$ cat src/rtl/fp_norm_shift_49.sv
// Normalization stage after the add/FMA datapath: left-shifts the raw mantissa so its leading one
// reaches bit 48, and adjusts the exponent. It will not shift the exponent below EMIN.
module fp_norm_shift_49 #(
   parameter int EXP_W = 10,
   parameter int EMIN  = 1,
   parameter int TAG_W = 8
) (
   input  logic             clk,
   input  logic             rst_n,
   input  logic             in_valid,
   output logic             in_ready,
   input  logic [48:0]      in_mant,
   input  logic [EXP_W-1:0] in_exp,
   input  logic [5:0]       in_lzc,
   input  logic [TAG_W-1:0] in_tag,
   output logic             out_valid,
   input  logic             out_ready,
   output logic [48:0]      out_mant,
   output logic [EXP_W-1:0] out_exp,
   output logic             out_zero,
   output logic             out_denorm,
   output logic [TAG_W-1:0] out_tag
);

   logic                    s1_valid_q;
   logic [48:0]             s1_mant_q;
   logic [EXP_W-1:0]        s1_exp_q;
   logic [5:0]              s1_sh_q;
   logic                    s1_zero_q;
   logic [TAG_W-1:0]        s1_tag_q;

   logic                    s2_valid_q;
   logic [48:0]             out_mant_q;
   logic [EXP_W-1:0]        out_exp_q;
   logic                    out_zero_q;
   logic                    out_denorm_q;
   logic [TAG_W-1:0]        out_tag_q;

   logic                    s2_adv_s;
   logic                    s1_adv_s;
   logic signed [EXP_W:0]   room_s;
   logic [5:0]              lzc_cap_s;
   logic                    in_zero_s;
   logic [5:0]              s1_sh_d;
   logic [48:0]             shifted_s;
   logic [48:0]             out_mant_d;
   logic [EXP_W-1:0]        out_exp_d;
   logic                    out_denorm_d;

   assign s2_adv_s = !s2_valid_q || out_ready;
   assign s1_adv_s = !s1_valid_q || s2_adv_s;
   assign in_ready = s1_adv_s;

   // Shift amount: leading-zero count, limited by the distance to EMIN and by the mantissa width.
   always_comb begin
      room_s    = $signed({in_exp[EXP_W-1], in_exp}) - $signed((EXP_W+1)'(EMIN));
      lzc_cap_s = (in_lzc > 6'd48) ? 6'd48 : in_lzc;
      in_zero_s = (in_mant == 49'd0);
      if (in_zero_s || room_s[EXP_W] || (room_s == '0)) begin
         s1_sh_d = 6'd0;
      end else if (room_s > $signed({{(EXP_W-5){1'b0}}, lzc_cap_s})) begin
         s1_sh_d = lzc_cap_s;
      end else begin
         s1_sh_d = room_s[5:0];
      end
   end

   // Apply the shift; a zero mantissa yields an all-zero result with exponent 0.
   always_comb begin
      shifted_s = s1_mant_q << s1_sh_q;
      if (s1_zero_q) begin
         out_mant_d   = 49'd0;
         out_exp_d    = '0;
         out_denorm_d = 1'b0;
      end else begin
         out_mant_d   = shifted_s;
         out_exp_d    = s1_exp_q - {{(EXP_W-6){1'b0}}, s1_sh_q};
         out_denorm_d = !shifted_s[48];
      end
   end

   // Stage 1: capture the input beat and its shift amount.
   always_ff @(posedge clk or negedge rst_n) begin
      if (!rst_n) begin
         s1_valid_q <= 1'b0;
         s1_mant_q  <= 49'd0;
         s1_exp_q   <= '0;
         s1_sh_q    <= 6'd0;
         s1_zero_q  <= 1'b0;
         s1_tag_q   <= '0;
      end else if (s1_adv_s) begin
         s1_valid_q <= in_valid;
         if (in_valid) begin
            s1_mant_q <= in_mant;
            s1_exp_q  <= in_exp;
            s1_sh_q   <= s1_sh_d;
            s1_zero_q <= in_zero_s;
            s1_tag_q  <= in_tag;
         end
      end
   end

   // Stage 2: output register; holds its contents while downstream stalls.
   always_ff @(posedge clk or negedge rst_n) begin
      if (!rst_n) begin
         s2_valid_q   <= 1'b0;
         out_mant_q   <= 49'd0;
         out_exp_q    <= '0;
         out_zero_q   <= 1'b0;
         out_denorm_q <= 1'b0;
         out_tag_q    <= '0;
      end else if (s2_adv_s) begin
         s2_valid_q <= s1_valid_q;
         if (s1_valid_q) begin
            out_mant_q   <= out_mant_d;
            out_exp_q    <= out_exp_d;
            out_zero_q   <= s1_zero_q;
            out_denorm_q <= out_denorm_d;
            out_tag_q    <= s1_tag_q;
         end
      end
   end

   assign out_valid  = s2_valid_q;
   assign out_mant   = out_mant_q;
   assign out_exp    = out_exp_q;
   assign out_zero   = out_zero_q;
   assign out_denorm = out_denorm_q;
   assign out_tag    = out_tag_q;

endmodule

$ cat config.mk
export PLATFORM = sky130hd
export DESIGN_NAME = fp_norm_shift_49
export DESIGN_NICKNAME = d
export VERILOG_FILES = /design/src/rtl/fp_norm_shift_49.sv
export SDC_FILE = /design/constraint.sdc
export NUM_CORES = 1
export LEC_CHECK = 0
export BUFFER_PORTS_ARGS = -buffer_cell sky130_fd_sc_hd__buf_4
export CORE_MARGIN = 2
export CORE_UTILIZATION = 45
export DETAILED_ROUTE_END_ITERATION = 8
export GPL_TIMING_DRIVEN = 1
export PLACE_DENSITY = 0.66
export SLEW_MARGIN = 20
export SYNTH_ARGS = -nofsm -noshare
export SYNTH_HDL_FRONTEND = slang
export SYNTH_SLANG_ARGS = --single-unit
$ cat constraint.sdc
create_clock -name clk -period 3.9 [get_ports clk]
set_input_delay 0.195 -clock clk [delete_from_list [all_inputs] [get_ports clk]]
set_output_delay 0.195 -clock clk [all_outputs]
set_load 0.05 [all_outputs]
======== Word level (Yosys, flattened, before mapping) ========
Cells that the tools add are included.
storage, ports and cells
  bits in registers ....................... 145
  latch bits .............................. 0
  RAM bits ................................ 0
  bits in read-only memories .............. 0
  bits of input ports ..................... 77
  output and inout bits ................... 71
  word-level logic and storage cells ...... 34
  memories kept ........................... 0
cells by class
  $add $sub $neg .......................... 2
  multipliers ............................. 0
  divide/modulo/power cells ............... 0
  order comparisons ....................... 2
  equality and inequality tests ........... 0
  shift operators ......................... 1
  mux-type cells .......................... 6
  bitwise gates (word level) .............. 0
  reduce and logical (&&, ||, !) cells .... 11
operators by type and width
  cell                                                  number
  zero test 49 bit                                      1
  two-way mux 49 bit                                    1
  left shift 49 x 6 -> 49 bit                           1
  two-way mux 6 bit                                     3
  greater-than comparator 11 x 7 -> 1 bit               1
  zero test 11 bit                                      1
  subtractor 10 x 2 -> 11 bit, second input constant    1
  two-way mux 10 bit                                    1
  subtractor 10 x 6 -> 10 bit                           1
  greater-than comparator 6 bit, second input constant  1
  logical OR 1 bit                                      4
  AND reduction 2 bit                                   2
  zero test 1 bit                                       3
  two-way mux 1 bit                                     1

======== Logic depth before layout (Yosys ltp) ========
  word-level depth ........................ 5
  depth in mapped cells ................... 12
  depth with buffers taken out ............ 12

======== Worst setup path after synthesis ========
OpenSTA, ideal clock, no wires.
  kind .................................... register to register
  start ................................... register s1_sh_q[1]
  end ..................................... register out_exp_q[8] (netlist: out_exp[8])
  arrival time ............................ 2,533 ps
  data required time ...................... 3,764 ps
  slack ................................... 1,231 ps
  cell stages (with the launch flop) ...... 11
  buffers on the path ..................... 2
  path through ............................ dfrtp_1 > buf_2 > buf_2 > inv_1 > fa_1 > a21o_1 > a21oi_1 > o21bai_1 > a2111oi_0 > xnor2_1 > o21ai_0
on the way
  cells in the longest elaborated chain, start to end .. 2
RTL lines
  item                         RTL line  RTL
  from (decl)                  28        logic [5:0] s1_sh_q;
  from (signal assigned)       96        s1_sh_q <= s1_sh_d;
  subtractor 10 x 6 -> 10 bit  77        out_exp_d = s1_exp_q - {{(EXP_W-6){1'b0}}, s1_sh_q};
  two-way mux 10 bit           71        if (s1_zero_q) begin
  to (signal assigned)         116       out_exp_q <= out_exp_d;
  to (decl)                    34        logic [EXP_W-1:0] out_exp_q;
No other way between the ends.
A chain may end at the register's enable or synchronous reset.

======== Worst setup path after layout ========
Same ends and word-level chain as after synthesis.

==> flow_summary.yaml <==
route:
  first_iter_violations: 633
  wl_um: 24500
  wire_per_inst_um: 20.5
  dr.pass1.iters: 5
  vias: 7108
  via_per_inst: 5.96
  drc: 0
  ant_nets: 0
place:
  numPortBuffers: 147
  dpl.hpwl_um: 18000
  place_worst_setup_slack_ps: 920
  place_area_um2: 10400
  routabilityCongestion: 0.924
die:
  num_rows: 51
  coreArea_um2: 19600
  die_x_um: 146
  die_h_um: 146
  start_util_pct: 46.3
  ios: 148
  die-area_um2: 21300
power:
  leakagePower_nw: 4.70
  ir_worst_vdd_v: 0.000349
  pwr_density_cell_nw_per_um2: 635
sta:
  hold_ws_ps: 7.55
  hold_viol: 0
  fin_tns_setup_ps: 0
  fmax_ghz: 0.350
  layout_setup_ws_ps: 1040
  maxSlewViolCount: 0
  worst_slew_pin_slew_ps: 942
  setup_viol: 0
  rsz0062_at_grt: "no"
  slew_headroom_pct: 37.2
  fin_crit_ps: 2860
  post-route-period-util_pct: 73.3
  worst_clock_skew_ps: 7.00
final_layout:
  syn2layout_area_growth_pct: 21.4
  diodes: 0
  drive_gt1_share_pct: 39.8
  final_nets: 1008
  fin_area_um2: 11000
clocking:
  cts_setup_buffers: 0
  ctsLongestPathBuffers: 2
  clk_pin_slew_ps: 60
  root_buffer: "clkbuf_16"
  clkSinkCount: 145
  tritoncts: "built"
  cts_resized: 0
  htree_levels: 4
  cts_hold_buf: 9
  clk_latency_ps: 430
  cts_buffers: 17
worst_setup_path:
  crit_chain: "inv_1, fa_1, a21o_1, a21oi_1, o21bai_1, a2111oi_0, xnor2_1, o21ai_0"
  required_ps: 4200
  critPathMaxFanout: 25
  path_buf_inv: 1
  setup.worst_path.end_class: "register"
  crit_path_max_incr_delay_ps: 680
  crit_arrival_ps: 3150
  criticalPathCategory: "register to register"
  cp_top_family: "compound AO/OA/AOI/OAI gates"
  startpoint_type: "register"
  slowest_stage: "dfrtp_2"
global_routing:
  grt-ovfl-total: 0
  grt_start_max_net_pins: 78
  grt_pass1_vias: 7007
  antenna_found_initial: 0
  grt_usage_pct: 23.4
  grt_pass1_wl_um: 39500
yosys:
  ys_warn_count: 0
  synthesis.nets: 871
  synth_top_area_share_pct: 40.0
  synth-edff-count: 0
  synth_async_sr_flop_share_pct: 100
  synth_area_leaders: "dfrtp_1 (40%), mux4_2 (15%), mux2_2 (12%)"
  synth_seq_cells: 145
  postSynthAreaPerCell_um2: 11.6
  ys_seq_area_share_pct: 40.0
  synth_cell_type_count: 70
  synth_flop_cell: "dfrtp_1"
  yosysTopAreaCell: "dfrtp_1"
  synth_cells: 779
  netlist_area_um2: 9060
outcome:
  status: "finished, final reports clean"
min_path:
  hold_path.class: "input port to register"
run:
  drv_cap: 0
per-stage QoR:
stage	util, %	total power, mW	cells
6_report	56.2	6.99	1193
5_1_grt	56.2	7.32	1193
4_1_cts	56.1	7.00	1192
3_5_place_dp	52.9	5.45	1152
3_3_place_gp	52.9	5.41	1152
2_1_floorplan	-	4.44	779
worst paths after layout:
kind                                    startpoint                  endpoint  slack, ps  depth (start not counted)
setup / recovery            s1_sh_q[1]$_DFFE_PN0P_    out_exp[8]$_DFFE_PN0P_       1040                          8
hold / removal                            in_valid    s1_valid_q$_DFFE_PN0N_          8                          2
setup reg to reg            s1_sh_q[1]$_DFFE_PN0P_    out_exp[8]$_DFFE_PN0P_       1040                          8
hold reg to reg            s1_exp_q[0]$_DFFE_PN0P_   s1_exp_q[0]$_DFFE_PN0P_        480                          2
max in group asynchronous                    rst_n  out_mant[28]$_DFFE_PN0P_       2700                          3
min in group asynchronous                    rst_n   s1_tag_q[4]$_DFFE_PN0P_        350                          2
state kept, by name, indices dropped and copies added (netlist names):
register and flops:
out_denorm 1, out_exp 10, out_mant 49, out_tag 8, out_valid 1, out_zero 1, s1_exp_q 10, s1_mant_q 49
s1_sh_q 6, s1_tag_q 8, s1_valid_q 1, s1_zero_q 1
final cells by class:
class | count | area, um^2
Fill cell | 1672 | 8590
Multi-Input combinational cell | 563 | 5090
Sequential cell | 145 | 3630
Timing Repair Buffer | 172 | 1330
Clock buffer | 21 | 460
Tap cell | 265 | 332
Clock inverter | 10 | 87.6
Inverter | 17 | 63.8
cell usage after synthesis (all sizes together), types with 4 or more instances:
cell type and count:
nor3 12, o221ai 8, a21oi 22, nand2b 6
a221o 12, and2 6, a211oi 6, nor4 15
clkbuf 25, a22o 17, ha 14, xnor2 5
a311oi 5, and3 5, buf 29, nor2 47
nand4 4, a31oi 5, nand2 92, o21ai 39
nand3b 4, o31ai 7, o211ai 5, a22oi 6
mux4 60, mux2 105, dfrtp 145, mux2i 26
inv 16
logic make-up after synthesis:
group,after synthesis,share of synthesized area [%]
buf+inv,71,3.88
mux,191,31.4
fa+ha+maj,15,2.15
compound gates,148,11.7
simple gates,201,10.1
flops,145,40.0
xor+xnor,8,0.773
placed cells by master, fill, tap and decap left out, types with 5 or more instances in the layout:
cell type      Yosys  routed
inv_1             15      15
o31ai_1            7       7
a221o_1           12      12
a211oi_1           5       5
nor3_1            11      11
mux2i_1           23      23
nand2_1           92      90
o211ai_1           5       5
nor2_1            46      46
mux2_1             5       5
o21ai_0           29      29
a21oi_1           22      22
xnor2_1            5       5
dlygate4sd3_1      0      10
clkbuf_16          0      17
buf_4              1     160
and2_1             5       5
a22oi_1            5       5
clkinv_2           0       5
a31oi_1            5       5
nor4_1            14      14
dfrtp_1          145     142
mux4_2            60      60
o221ai_1           8       8
ha_1              14      14
o21ai_1           10      10
a22o_1            17      17
nand2b_1           6       6
and3_1             5       5
mux2_2            96      96
per-layer routing:
layer / vias to the layer above / routed length [um] / GRT usage, %
met5: - / 0 / 0
met4: 0 / 568 / 7.65
met3: 40 / 1770 / 4.70
met2: 325 / 10600 / 33.8
met1: 3505 / 11500 / 35.3
li1: 3238 / - / -
report_power, final:
part           internal, mW  switching, mW  leakage, nW
Clock                 0.902          0.630        0.268
Sequential             1.87          0.363         1.75
Combinational          1.24           1.98         2.68
Total                  4.02           2.97         4.70
(Power assumes the default switching activity.)
